==> src/rtl/dec_pipe_stage.sv <==
// RV32I instruction-decode stage: combinational field/immediate extraction
// registered through a one-entry skid buffer with flush and valid/ready handshakes.
module dec_pipe_stage #(
    parameter int unsigned XLEN   = 32,
    parameter int unsigned REG_AW = 5
) (
    input  logic              clk,
    input  logic              rst,
    input  logic              flush,
    input  logic              in_valid,
    output logic              in_ready,
    input  logic [31:0]       in_inst,
    input  logic [XLEN-1:0]   in_pc,
    output logic              out_valid,
    input  logic              out_ready,
    output logic [XLEN-1:0]   out_pc,
    output logic [6:0]        opcode,
    output logic [2:0]        func3,
    output logic [6:0]        func7,
    output logic [REG_AW-1:0] rs1,
    output logic [REG_AW-1:0] rs2,
    output logic [REG_AW-1:0] rd,
    output logic              rs1_en,
    output logic              rs2_en,
    output logic              rd_en,
    output logic [XLEN-1:0]   imm,
    output logic              illegal
);

    typedef struct packed {
        logic [XLEN-1:0]   pc;
        logic [6:0]        opcode;
        logic [2:0]        func3;
        logic [6:0]        func7;
        logic [REG_AW-1:0] rs1;
        logic [REG_AW-1:0] rs2;
        logic [REG_AW-1:0] rd;
        logic              rs1_en;
        logic              rs2_en;
        logic              rd_en;
        logic [XLEN-1:0]   imm;
        logic              illegal;
    } bundle_t;

    typedef enum logic [1:0] {
        ST_EMPTY = 2'd0,
        ST_ONE   = 2'd1,
        ST_FULL  = 2'd2
    } state_t;

    state_t  state_q, state_d;
    bundle_t out_q, out_d;
    bundle_t skid_q, skid_d;
    bundle_t dec;

    logic is_r, is_i, is_ld, is_s, is_lui, is_aui, is_b, is_jal, is_jalr, is_csr;
    logic is_shift;
    logic use_rs1, use_rs2, use_rd;
    logic in_fire, out_fire;

    // Format classification
    always_comb begin
        is_r    = 1'b0;
        is_i    = 1'b0;
        is_ld   = 1'b0;
        is_s    = 1'b0;
        is_lui  = 1'b0;
        is_aui  = 1'b0;
        is_b    = 1'b0;
        is_jal  = 1'b0;
        is_jalr = 1'b0;
        is_csr  = 1'b0;
        case (in_inst[6:0])
            7'b0110011: is_r    = 1'b1;
            7'b0010011: is_i    = 1'b1;
            7'b0000011: is_ld   = 1'b1;
            7'b0100011: is_s    = 1'b1;
            7'b0110111: is_lui  = 1'b1;
            7'b0010111: is_aui  = 1'b1;
            7'b1100011: is_b    = 1'b1;
            7'b1101111: is_jal  = 1'b1;
            7'b1100111: is_jalr = 1'b1;
            7'b1110011: is_csr  = 1'b1;
            default: ;
        endcase
    end

    assign is_shift = is_i && (in_inst[13:12] == 2'b01);
    assign use_rs1  = is_r | is_i | is_ld | is_s | is_b | is_jalr | is_csr;
    assign use_rs2  = is_r | is_s | is_b;
    assign use_rd   = is_r | is_i | is_ld | is_lui | is_aui | is_jal | is_jalr | is_csr;

    always_comb begin
        dec         = '0;
        dec.pc      = in_pc;
        dec.opcode  = in_inst[6:0];
        dec.illegal = ~(is_r | is_i | is_ld | is_s | is_lui | is_aui |
                        is_b | is_jal | is_jalr | is_csr) | (in_inst[1:0] != 2'b11);
        if (use_rs1) begin
            dec.func3  = in_inst[14:12];
            dec.rs1    = REG_AW'(in_inst[19:15]);
            dec.rs1_en = 1'b1;
        end
        if (use_rs2) begin
            dec.rs2    = REG_AW'(in_inst[24:20]);
            dec.rs2_en = 1'b1;
        end
        if (use_rd) begin
            dec.rd    = REG_AW'(in_inst[11:7]);
            dec.rd_en = (in_inst[11:7] != 5'd0);
        end
        if (is_r || is_shift) begin
            dec.func7 = in_inst[31:25];
        end
        if (is_shift) begin
            dec.imm = XLEN'(in_inst[24:20]);
        end else if (is_i || is_ld || is_jalr || is_csr) begin
            dec.imm = XLEN'($signed(in_inst[31:20]));
        end else if (is_s) begin
            dec.imm = XLEN'($signed({in_inst[31:25], in_inst[11:7]}));
        end else if (is_b) begin
            dec.imm = XLEN'($signed({in_inst[31], in_inst[7], in_inst[30:25],
                                     in_inst[11:8], 1'b0}));
        end else if (is_lui || is_aui) begin
            dec.imm = XLEN'($signed({in_inst[31:12], 12'b0}));
        end else if (is_jal) begin
            dec.imm = XLEN'($signed({in_inst[31], in_inst[19:12], in_inst[20],
                                     in_inst[30:21], 1'b0}));
        end
    end

    always_ff @(posedge clk) begin
        if (rst) begin
            state_q <= ST_EMPTY;
            out_q   <= '0;
            skid_q  <= '0;
        end else begin
            state_q <= state_d;
            out_q   <= out_d;
            skid_q  <= skid_d;
        end
    end

    assign in_fire  = in_valid & in_ready;
    assign out_fire = out_valid & out_ready;

    // Flush drops in-flight entries; data registers keep stale contents behind out_valid=0.
    always_comb begin
        state_d = state_q;
        out_d   = out_q;
        skid_d  = skid_q;
        if (flush) begin
            state_d = ST_EMPTY;
        end else begin
            case (state_q)
                ST_EMPTY: begin
                    if (in_fire) begin
                        out_d   = dec;
                        state_d = ST_ONE;
                    end
                end
                ST_ONE: begin
                    if (in_fire && out_fire) begin
                        out_d = dec;
                    end else if (in_fire) begin
                        skid_d  = dec;
                        state_d = ST_FULL;
                    end else if (out_fire) begin
                        state_d = ST_EMPTY;
                    end
                end
                ST_FULL: begin
                    if (out_fire) begin
                        out_d   = skid_q;
                        state_d = ST_ONE;
                    end
                end
                default: state_d = ST_EMPTY;
            endcase
        end
    end

    always_comb begin
        in_ready  = (state_q != ST_FULL) && !rst;
        out_valid = (state_q != ST_EMPTY);
        out_pc    = out_q.pc;
        opcode    = out_q.opcode;
        func3     = out_q.func3;
        func7     = out_q.func7;
        rs1       = out_q.rs1;
        rs2       = out_q.rs2;
        rd        = out_q.rd;
        rs1_en    = out_q.rs1_en;
        rs2_en    = out_q.rs2_en;
        rd_en     = out_q.rd_en;
        imm       = out_q.imm;
        illegal   = out_q.illegal;
    end

endmodule

==> config.mk <==
export PLATFORM = sky130hd
export DESIGN_NAME = dec_pipe_stage
export DESIGN_NICKNAME = d
export VERILOG_FILES = /design/src/rtl/dec_pipe_stage.sv
export SDC_FILE = /design/constraint.sdc
export NUM_CORES = 1
export LEC_CHECK = 0
export BUFFER_PORTS_ARGS = -buffer_cell sky130_fd_sc_hd__buf_2
export CAP_MARGIN = 40
export CORE_UTILIZATION = 59
export CTS_CLUSTER_DIAMETER = 200
export DETAILED_ROUTE_END_ITERATION = 6
export GPL_ROUTABILITY_DRIVEN = 0
export GPL_TIMING_DRIVEN = 0
export PLACE_DENSITY = 0.9
export SLEW_MARGIN = 30
export SYNTH_ARGS = -nofsm -noshare
export SYNTH_HDL_FRONTEND = slang
export SYNTH_SLANG_ARGS = --single-unit
==> constraint.sdc <==
create_clock -name clk -period 5.79 [get_ports clk]
set_input_delay 0.579 -clock clk [delete_from_list [all_inputs] [get_ports clk]]
set_output_delay 0.579 -clock clk [all_outputs]
set_load 0.05 [all_outputs]
=== Word level (Yosys, flattened, before mapping) ===
Index checks and enable logic that the tools add are counted.

* Register bits after elaboration: 202
* Output and inout port bits: 102

* Equality and inequality tests: 20
* Muxes and demuxes: 34
* Bitwise logic cells: 25
* Reductions and logical operators: 17

{| class="wikitable"
|+ Operators with widths
! kind !! count
|-
| 100-bit two-way mux || 3
|-
| 100-bit case mux with 3 select lines || 1
|-
| 32-bit two-way mux || 6
|-
| 7-bit == test (second input constant) || 4
|-
| 7-bit by 6-bit == test with 1-bit output (second input constant) || 3
|-
| 1-bit bitwise OR || 20
|-
| 5-bit two-way mux || 3
|-
| 7-bit by 5-bit == test with 1-bit output (second input constant) || 2
|-
| 1-bit two-way mux || 13
|-
| 2-bit inequality test (second input constant) || 6
|-
| 2-bit two-way mux || 5
|-
| 4-bit AND reduction || 2
|-
| 7-bit by 2-bit == test with 1-bit output (second input constant) || 1
|-
| 7-bit two-way mux || 1
|-
| 2-bit case mux with 3 select lines || 1
|-
| 1-bit logical OR || 5
|-
| 5-bit AND reduction || 1
|-
| 5-bit nonzero test || 1
|-
| 2-bit by 1-bit == test with 1-bit output (second input constant) || 2
|-
| 1-bit logical AND || 3
|-
| 3-bit two-way mux || 1
|-
| 3-bit inequality test (second input constant) || 1
|-
| 1-bit NOT || 3
|-
| 3-bit nonzero test || 1
|-
| other kinds (6) || 7
|}

=== Longest topological paths before layout ===
Gate-level depths: netlist of the first run.

* Depth in word-level cells: 15
* Gate-level depth with buffers: 7

=== Worst setup path before layout of the first run ===
No wires, ideal clock.

* Path kind: input port to output port
* Start point: input port rst
* End point: output port in_ready
* Data arrival time: 1.810 ns
* Data required time: 5.211 ns
* Slack: 3.401 ns
* Stages: 4
* Path buffers: 3
* Cells stage by stage: clkbuf_1 > clkbuf_1 > clkbuf_1 > nor2_1

* Longest elaborated chain between the ends: 2

{| class="wikitable"
|+ RTL lines
! item !! line !! RTL
|-
| from (decl) || 8 || <nowiki>input logic rst,</nowiki>
|-
| 1-bit logical NOT || 184 || <nowiki>in_ready = (state_q != ST_FULL) && !rst;</nowiki>
|-
| 1-bit logical AND || 184 ||
|-
| to (decl) || 11 || <nowiki>output logic in_ready,</nowiki>
|}

Every way passes these cells.

=== Worst setup path after layout of the first run ===
* Start point: register state_q[1]
* End point: output port in_ready

* Longest elaborated chain between the ends: 2

{| class="wikitable"
|+ RTL lines
! item !! line !! RTL
|-
| from (decl) || 51 || <nowiki>state_t state_q, state_d;</nowiki>
|-
| from (signal assigned) || 138 || <nowiki>state_q <= state_d;</nowiki>
|-
| 2-bit inequality test || 184 ||
|-
| 1-bit logical AND || 184 ||
|}

Every way passes these cells.

==> results of run 1 <==
==> metal layers <==
layer  wire length, um  up-vias  GRT usage (%)
li1                  -     4034              -
met1             10100     4037           45.3
met2             11800      591           56.1
met3              3010      151           6.58
met4              1620        0           20.0
met5                 0        -              0
==> power groups by stage <==
| stage | Combinational [mW] | Sequential (mW) | Clock (mW) |
|---|---|---|---|
| 6_report | 0.447 | 1.46 | 1.35 |
| 5_1_grt | 0.471 | 1.47 | 1.40 |
| 2_1_floorplan | 0.149 | 1.64 | 0 |
| 3_3_place_gp | 0.430 | 1.49 | 0 |
| 4_1_cts | 0.440 | 1.46 | 1.34 |
| 3_5_place_dp | 0.436 | 1.49 | 0 |
==> logic make-up (layout without fill, tap and decap cells) <==
kind of cell,count (synthesis),after routing,share of synthesized area [%]
and+or+nand+nor,454,454,23.9
other,0,1,0
buffers and inverters,95,300,5.09
xor gates and xnor gates,1,1,0.104
AOI/OAI and AO/OA,267,267,22.4
DFF,202,202,48.2
muxes,2,2,0.239
==> cell type report <==
class / instances / share of cell area [%]
flip-flops and latches: 202 / 39.9
multi-input cells: 724 / 38.6
repair buffers: 170 / 8.39
clock buffers: 29 / 5.77
plain buffers: 90 / 4.02
well taps: 180 / 2.22
clock inverters: 6 / 0.913
inverters: 5 / 0.185
diodes: 1 / 0.0247
==> through the flow <==
step	total power, mW	instance area [um2]	setup WS [ps]	std cells
6_report	3.26	10100	2510	1407
2_1_floorplan	1.79	8380	3400	1021
5_1_grt	3.34	10100	2490	1407
3_3_place_gp	1.92	9460	2800	1371
3_5_place_dp	1.93	9460	2810	1371
4_1_cts	3.25	10100	2650	1406
==> how the worst min path moves through the flow <==
stage / startpoint / endpoint / slack [ps]
final: in_pc[28] / skid_q[96] / 340
after global routing: in_pc[24] / skid_q[92] / 350
after CTS: in_pc[28] / skid_q[96] / 330
after detailed placement: skid_q[13] / skid_q[13] / 450
after global placement: skid_q[12] / skid_q[12] / 430
after floorplan: skid_q[12] / skid_q[12] / 420
==> placed cells by master, fill, tap and decap left out, types with 10 or more instances in the layout <==
cell | netlist | routed
a211oi_1 | 28 | 28
a21oi_1 | 76 | 76
a221oi_1 | 31 | 31
a22oi_1 | 10 | 10
a311oi_1 | 44 | 44
buf_2 | 26 | 196
clkbuf_1 | 52 | 57
clkbuf_16 | 0 | 21
dfxtp_1 | 202 | 202
nand2_1 | 221 | 221
nand3_1 | 14 | 14
nand3b_1 | 17 | 17
nand4_1 | 13 | 13
nor2_1 | 124 | 124
nor3_1 | 31 | 31
o211ai_1 | 13 | 13
o21ai_0 | 19 | 19
o22ai_1 | 15 | 15
==> critical path, stage by stage (launching register included) <==
cell and delay (ps):
dfxtp_1 500, nor2b_1 340, clkbuf_1 600, clkbuf_1 410, nor2_1 110, buf_2 240
==> state kept, by name, summed over array words and instances (netlist names) <==
signal / flops
skid_q: 100
imm: 32
rd: 5
out_pc: 32
state_q: 2
opcode: 7
rs2: 5
func7: 7
illegal: 1
rs2_en: 1
func3: 3
rd_en: 1
rs1: 5
rs1_en: 1
==> synth_stat cells (2+ instances only) <==
cell      number  area share, %
nand4b_1       2           0.21
a21oi_1       76            4.5
dfxtp_1      202             48
a22oi_1       10           0.90
buf_2         26            1.6
o211ai_1      13            1.2
and2_1         3           0.22
nor2_1       124            5.6
nor3_1        31            1.9
buf_6          2           0.27
nand3_1       14           0.84
a221oi_1      31            3.2
o21ai_0       19            1.1
and3_1         3           0.22
o41ai_1        3           0.31
buf_1          4           0.18
clkbuf_1      52            2.3
and3b_1        2           0.21
nor2b_1        4           0.30
a211oi_1      28            2.5
and4b_1        2           0.24
a22o_1         7           0.73
inv_1          5           0.22
mux2i_1        2           0.24
nor2_2         2           0.15
a311oi_1      44            4.6
nand2_1      221            9.9
nand4_1       13           0.97
nand3b_1      17            1.5
nand2b_1       5           0.37
a21boi_0       8           0.72
buf_4          6           0.54
o22ai_1       15            1.1
or2_2          2           0.15
==> results by group, run 1 <==
STA
  • Fin. Hold Viols: 0
  • Final Critical Period: 3280 ps
  • Max-slew headroom: 40.7%
  • Final Cycle Share: 56.6%
  • Fmax: 305 MHz
  • RSZ-0062 raised after global routing: false
  • Fin. max-slew vios: 0
  • Final TNS setup: 0 ps
  • Final Setup Violations: 0
  • Slew @ Worst Pin: 877 ps
  • Clock Skews: 16.7 ps
  • Hold Slack: 336 ps

Clock network
  • Clk sinks: 202
  • Worst-skew pair later-pin latency: 490 ps
  • CTS tree: done
  • H-tree levels: 1
  • Hold-fix buffers, CTS: 0
  • Cts repair resizes: 0
  • Num CTS Buffers: 21
  • Clk slew on worst S/H paths: 70 ps
  • Clk buf depth: 3
  • Total setup buffers inserted after CTS: 0
  • CTS Root Cell: clkbuf_16

Final layout
  • Register Area: 4040 um2
  • Final Util: 73.0%
  • Fillers: 1,066
  • Area of the multi-input gates: 3910 um2
  • Area Growth Syn to Fin: 21.0%
  • NumNets Final: 1,283
  • Layout cell share with drive strength beyond 1: 20.1%

Die
  • Core Box Area: 13,900 um2
  • Num rows: 43
  • Initial Util: 60.4%
  • Die Ht: 121 um
  • Die Wd: 121 um
  • IO Count: 171
  • Die area: 14,700 um2

Pwr
  • Internal power: 2.35 mW
  • Sequential share of power: 44.9%
  • Switching part of the total power: 28.0%
  • Power per cell area: 321 nW/um2
  • LEAKAGE: 3.99 nW
  • VDD IR max: 0.242 mV
  • Sw power: 0.912 mW
  • Clock power frac: 41.4%
  • Gate power share: 13.7%

Detailed routing
  • First-pass DRT Iterations: 6
  • Total Wirelength: 26,600 um
  • Detail-routed via count per cell: 6.26
  • Routed len/inst: 18.9 um
  • Vias post-DR: 8,813
  • Initial drt markers: 1,002
  • DRC violations left: 0
  • Post-route ant nets: 0

Yosys
  • Post-synth cell types: 57
  • Sequential area share after synthesis: 48.2%
  • Mapped Nets: 1,090
  • Mapped Avg Cell Area: 8.21 um2
  • Syn Inst Count: 1,021
  • Prevailing post-synth register cell: dfxtp_1
  • Post-Syn Area: 8380 um2
  • Synthesis warning total: 0
  • Asr flop ratio synth: 0%
  • Number of synthesized register bits: 202
  • Number of synthesized flops with an enable pin: 0

Global routing
  • First-pass GRT wire length: 40,900 um
  • Number of global-route vias before repair: 8,145
  • Pin count of the biggest net entering global routing: 16
  • GR Overflow Total: 0
  • Initial antenna violation count: 1
  • GRT Total Usage: 35.4%

Min path
  • Hold crit path type: in2reg
  • Hold path cells: 3

Run
  • Max_cap viols: 0

Critical path
  • CP endpoint kind: output pin
  • Worst setup path startpoint: state_q[1]
  • Reg2Reg Depth: 5
  • Flop2flop setup slack: 3260 ps
  • Worst reg2reg startpoint: state_q[1]
  • Crit path max fanout: 10
  • Startpoint types: flip-flop
  • Worst setup endpoint: in_ready
  • Worst EP arrival: 2700 ps
  • Worst Setup Path Type: reg2out
  • R2r endpoint: rs1[2]
  • Worst Path Required: 5210 ps

Placed design
  • Input/output buffers: 170
  • Final HPWL DP: 18,100 um

Status
  • Outcome: complete, no violations
No activity file was read; power rests on OpenSTA's default activity.
==> run 2: changes to the inputs <==
--- a/config.mk
+++ b/config.mk
@@ -5,14 +5,15 @@
 export SDC_FILE = /design/constraint.sdc
 export NUM_CORES = 1
 export LEC_CHECK = 0
+export ABC_AREA = 1
 export BUFFER_PORTS_ARGS = -buffer_cell sky130_fd_sc_hd__buf_2
 export CAP_MARGIN = 40
-export CORE_UTILIZATION = 59
+export CORE_UTILIZATION = 56
 export CTS_CLUSTER_DIAMETER = 200
 export DETAILED_ROUTE_END_ITERATION = 6
 export GPL_ROUTABILITY_DRIVEN = 0
 export GPL_TIMING_DRIVEN = 0
-export PLACE_DENSITY = 0.9
+export PLACE_DENSITY = 0.85
 export SLEW_MARGIN = 30
 export SYNTH_ARGS = -nofsm -noshare
 export SYNTH_HDL_FRONTEND = slang
==> constraint.sdc (replaced) <==
create_clock -name clk -period 3.4 [get_ports clk]
set_input_delay 0.34 -clock clk [delete_from_list [all_inputs] [get_ports clk]]
set_output_delay 0.34 -clock clk [all_outputs]
set_load 0.05 [all_outputs]
==> run 2 against run 1 <==
Against the previous run:
- clock skew is 1.4 ps lower
- clock-buffer cell count is 3 higher
- largest power group unchanged
- die area grew 14%
- worst hold slack lost 290 ps
- via count up 12%
- cell area increased by 7.7%
==> results by group, run 2 <==
Clock network
  • Num CTS Buffers: 22
  • Clk sinks: 202
  • CTS Root Cell: clkbuf_16
  • Clk buf depth: 3
  • Cts repair resizes: 0
  • Hold-fix buffers, CTS: 0
  • Total setup buffers inserted after CTS: 0
  • H-tree levels: 1
  • CTS tree: done
  • Worst-skew pair later-pin latency: 520 ps
  • Clk slew on worst S/H paths: 60 ps

Detailed routing
  • First-pass DRT Iterations: 6
  • Detail-routed via count per cell: 5.58
  • Vias post-DR: 9,871
  • Routed len/inst: 15.6 um
  • DRC violations left: 0
  • Total Wirelength: 27,500 um
  • Post-route ant nets: 0
  • Initial drt markers: 1,138

Pwr
  • Power per cell area: 515 nW/um2
  • Switching part of the total power: 28.0%
  • Sw power: 1.58 mW
  • Gate power share: 13.9%
  • Sequential share of power: 44.3%
  • VDD IR max: 0.514 mV
  • Clock power frac: 41.8%
  • Internal power: 4.05 mW
  • Final Power: 5.62 mW
  • LEAKAGE: 5.26 nW

Final layout
  • Cell area after layout: 10,900 um2
  • Commonest non-fill, non-tap cells in the layout: nand2_1, dfxtp_1, o21ai_0, nor2_1, buf_2
  • Register Area: 4040 um2
  • Max FFs per register: 100
  • Fillers: 1,380
  • Layout cell share with drive strength beyond 1: 16.2%
  • Final cell count without fillers: 1,770
  • Final Util: 68.8%
  • Area of the multi-input gates: 4100 um2
  • Area Growth Syn to Fin: 20.2%
  • NumNets Final: 1,609
  • Commonest non-fill, non-tap cell in the layout: nand2_1
  • Biggest register: skid_q

Critical path
  • R2r endpoint: imm[5]
  • CP endpoint kind: flip-flop
  • Worst Setup Path Type: reg2reg
  • Crit path max fanout: 10
  • Reg2Reg Depth: 6
  • Worst EP arrival: 2650 ps
  • Flop2flop setup slack: 1180 ps
  • Worst setup path startpoint: state_q[1]
  • Worst Path Required: 3830 ps
  • Worst reg2reg startpoint: state_q[1]
  • Startpoint types: flip-flop

Min path
  • Worst hold endpoint: state_q[1]
  • Hold crit path type: in2reg
  • Critical hold path startpoint: out_ready
  • Hold path cells: 2

Global routing
  • GRT Total Usage: 32.5%
  • Number of global-route vias before repair: 8,785
  • First-pass GRT wire length: 43,000 um
  • Pin count of the biggest net entering global routing: 14
  • GR Overflow Total: 0
  • Initial antenna violation count: 1

STA
  • Fin. max-slew vios: 0
  • Final worst slack: 1180 ps
  • Final Cycle Share: 65.3%
  • Fin. Hold Viols: 0
  • Clock Skews: 15.4 ps
  • Max-slew headroom: 53.0%
  • Hold Slack: 41.5 ps
  • Slew @ Worst Pin: 706 ps
  • Fmax: 450 MHz
  • Final TNS setup: 0 ps
  • RSZ-0062 raised after global routing: false
  • Final Setup Violations: 0
  • Final Critical Period: 2220 ps

Placed design
  • Pre-CTS setup slack: 1250 ps
  • Final HPWL DP: 19,700 um
  • Input/output buffers: 170
  • Post-Place Cell Area: 10,200 um2
  • DP Cell Count: 1,732

Yosys
  • Simple-gate portion of the synthesized area: 23.9%
  • Post-Syn Area: 9090 um2
  • Post-synthesis mux area share: 0%
  • Synth cell count leaders: nand2_1, dfxtp_1, o21ai_0, nor2_1, a21oi_1
  • Adder-cell share of the synthesized area: 0%
  • Largest family of logic cells by synthesized area: simple AND/OR/NAND/NOR gates
  • Syn Inst Count: 1,346
  • Number of synthesized register bits: 202
  • Most numerous cell in the Yosys netlist: nand2_1
  • Asr flop ratio synth: 0%
  • Number of synthesized flops with an enable pin: 0
  • Post-synth cell types: 28
  • Prevailing post-synth register cell: dfxtp_1
  • Mapped Avg Cell Area: 6.75 um2
  • Yosys top cell area share: 44.5%
  • Mapped Nets: 1,415
  • Cell taking the most area after synthesis: dfxtp_1
  • Post-synthesis compound-gate area fraction: 21.2%
  • Synthesis warning total: 0
  • Sequential area share after synthesis: 44.5%
  • Area contributors post-synth: dfxtp_1, nand2_1, o21ai_0, a21oi_1, nor2_1
  • Area share of xor/xnor cells in the synthesized design: 0%

Die
  • Initial Util: 57.2%
  • Core Box Area: 15,900 um2
  • Die Ht: 129 um
  • IO Count: 171
  • Die Wd: 129 um
  • Num rows: 46
  • Die area: 16,700 um2

Status
  • Outcome: complete, no violations

Run
  • Max_cap viols: 0
==> run 2: changes by cell type after synthesis, moves of 22 or more <==
cell / previous run / this run
a211oi_1: 28 / 1
a21oi_1: 76 / 179
a221oi_1: 31 / 0
a311oi_1: 44 / 0
inv_1: 5 / 124
nand2_1: 221 / 277
nand3_1: 14 / 49
nor2_1: 124 / 188
nor3_1: 31 / 9
o21ai_0: 19 / 196
==> run 2: cell type report <==
cell class	count	area share, %
Tap cell	216	2.47
Clock inverter	5	0.561
Sequential cell	202	37.0
Antenna cell	1	0.0229
Buffer	94	4.24
Multi-Input combinational cell	922	37.6
Timing Repair Buffer	170	7.79
Inverter	128	4.40
Clock buffer	32	5.93
==> run 2: power groups by stage <==
| stage | clock network [mW] | logic, mW | registers (mW) |
|---|---|---|---|
| finish | 2.35 | 0.779 | 2.49 |
| global route | 2.47 | 0.841 | 2.50 |
| CTS | 2.37 | 0.770 | 2.49 |
| detailed placement | 0 | 0.763 | 2.54 |
| global placement | 0 | 0.753 | 2.54 |
| floorplan | 0 | 0.285 | 2.79 |
==> run 2: how the worst max path moves through the flow <==
| stage | slack (ps) | endpoint |
|---|---|---|
| after floorplan | 1500 | func3[0] |
| after global placement | 1250 | func7[0] |
| after detailed placement | 1250 | func7[5] |
| after CTS | 1270 | imm[5] |
| after global routing | 1090 | imm[5] |
| final | 1180 | imm[5] |
==> run 2: kinds of logic after synthesis <==
family                 after synthesis
and+or+nand+nor                    541
AOI/OAI and AO/OA                  381
buffers and inverters              222
DFF                                202
==> run 2: routing by layer <==
metal	wire length (um)	vias to the layer above	share of wire (%)	GRT usage [%]
li1	-	4711	-	-
met3	2880	117	10	4.83
met1	11200	4442	41	43.5
met2	12100	601	44	51.1
met4	1300	0	4.7	16.3
met5	0	-	0	0
==> run 2: critical path, stage by stage, from the launching register on <==
cell,delay (ps)
dfxtp_1,430
nand2_4,120
inv_2,160
clkbuf_1,530
buf_1,550
a21oi_1,150
a21oi_1,180
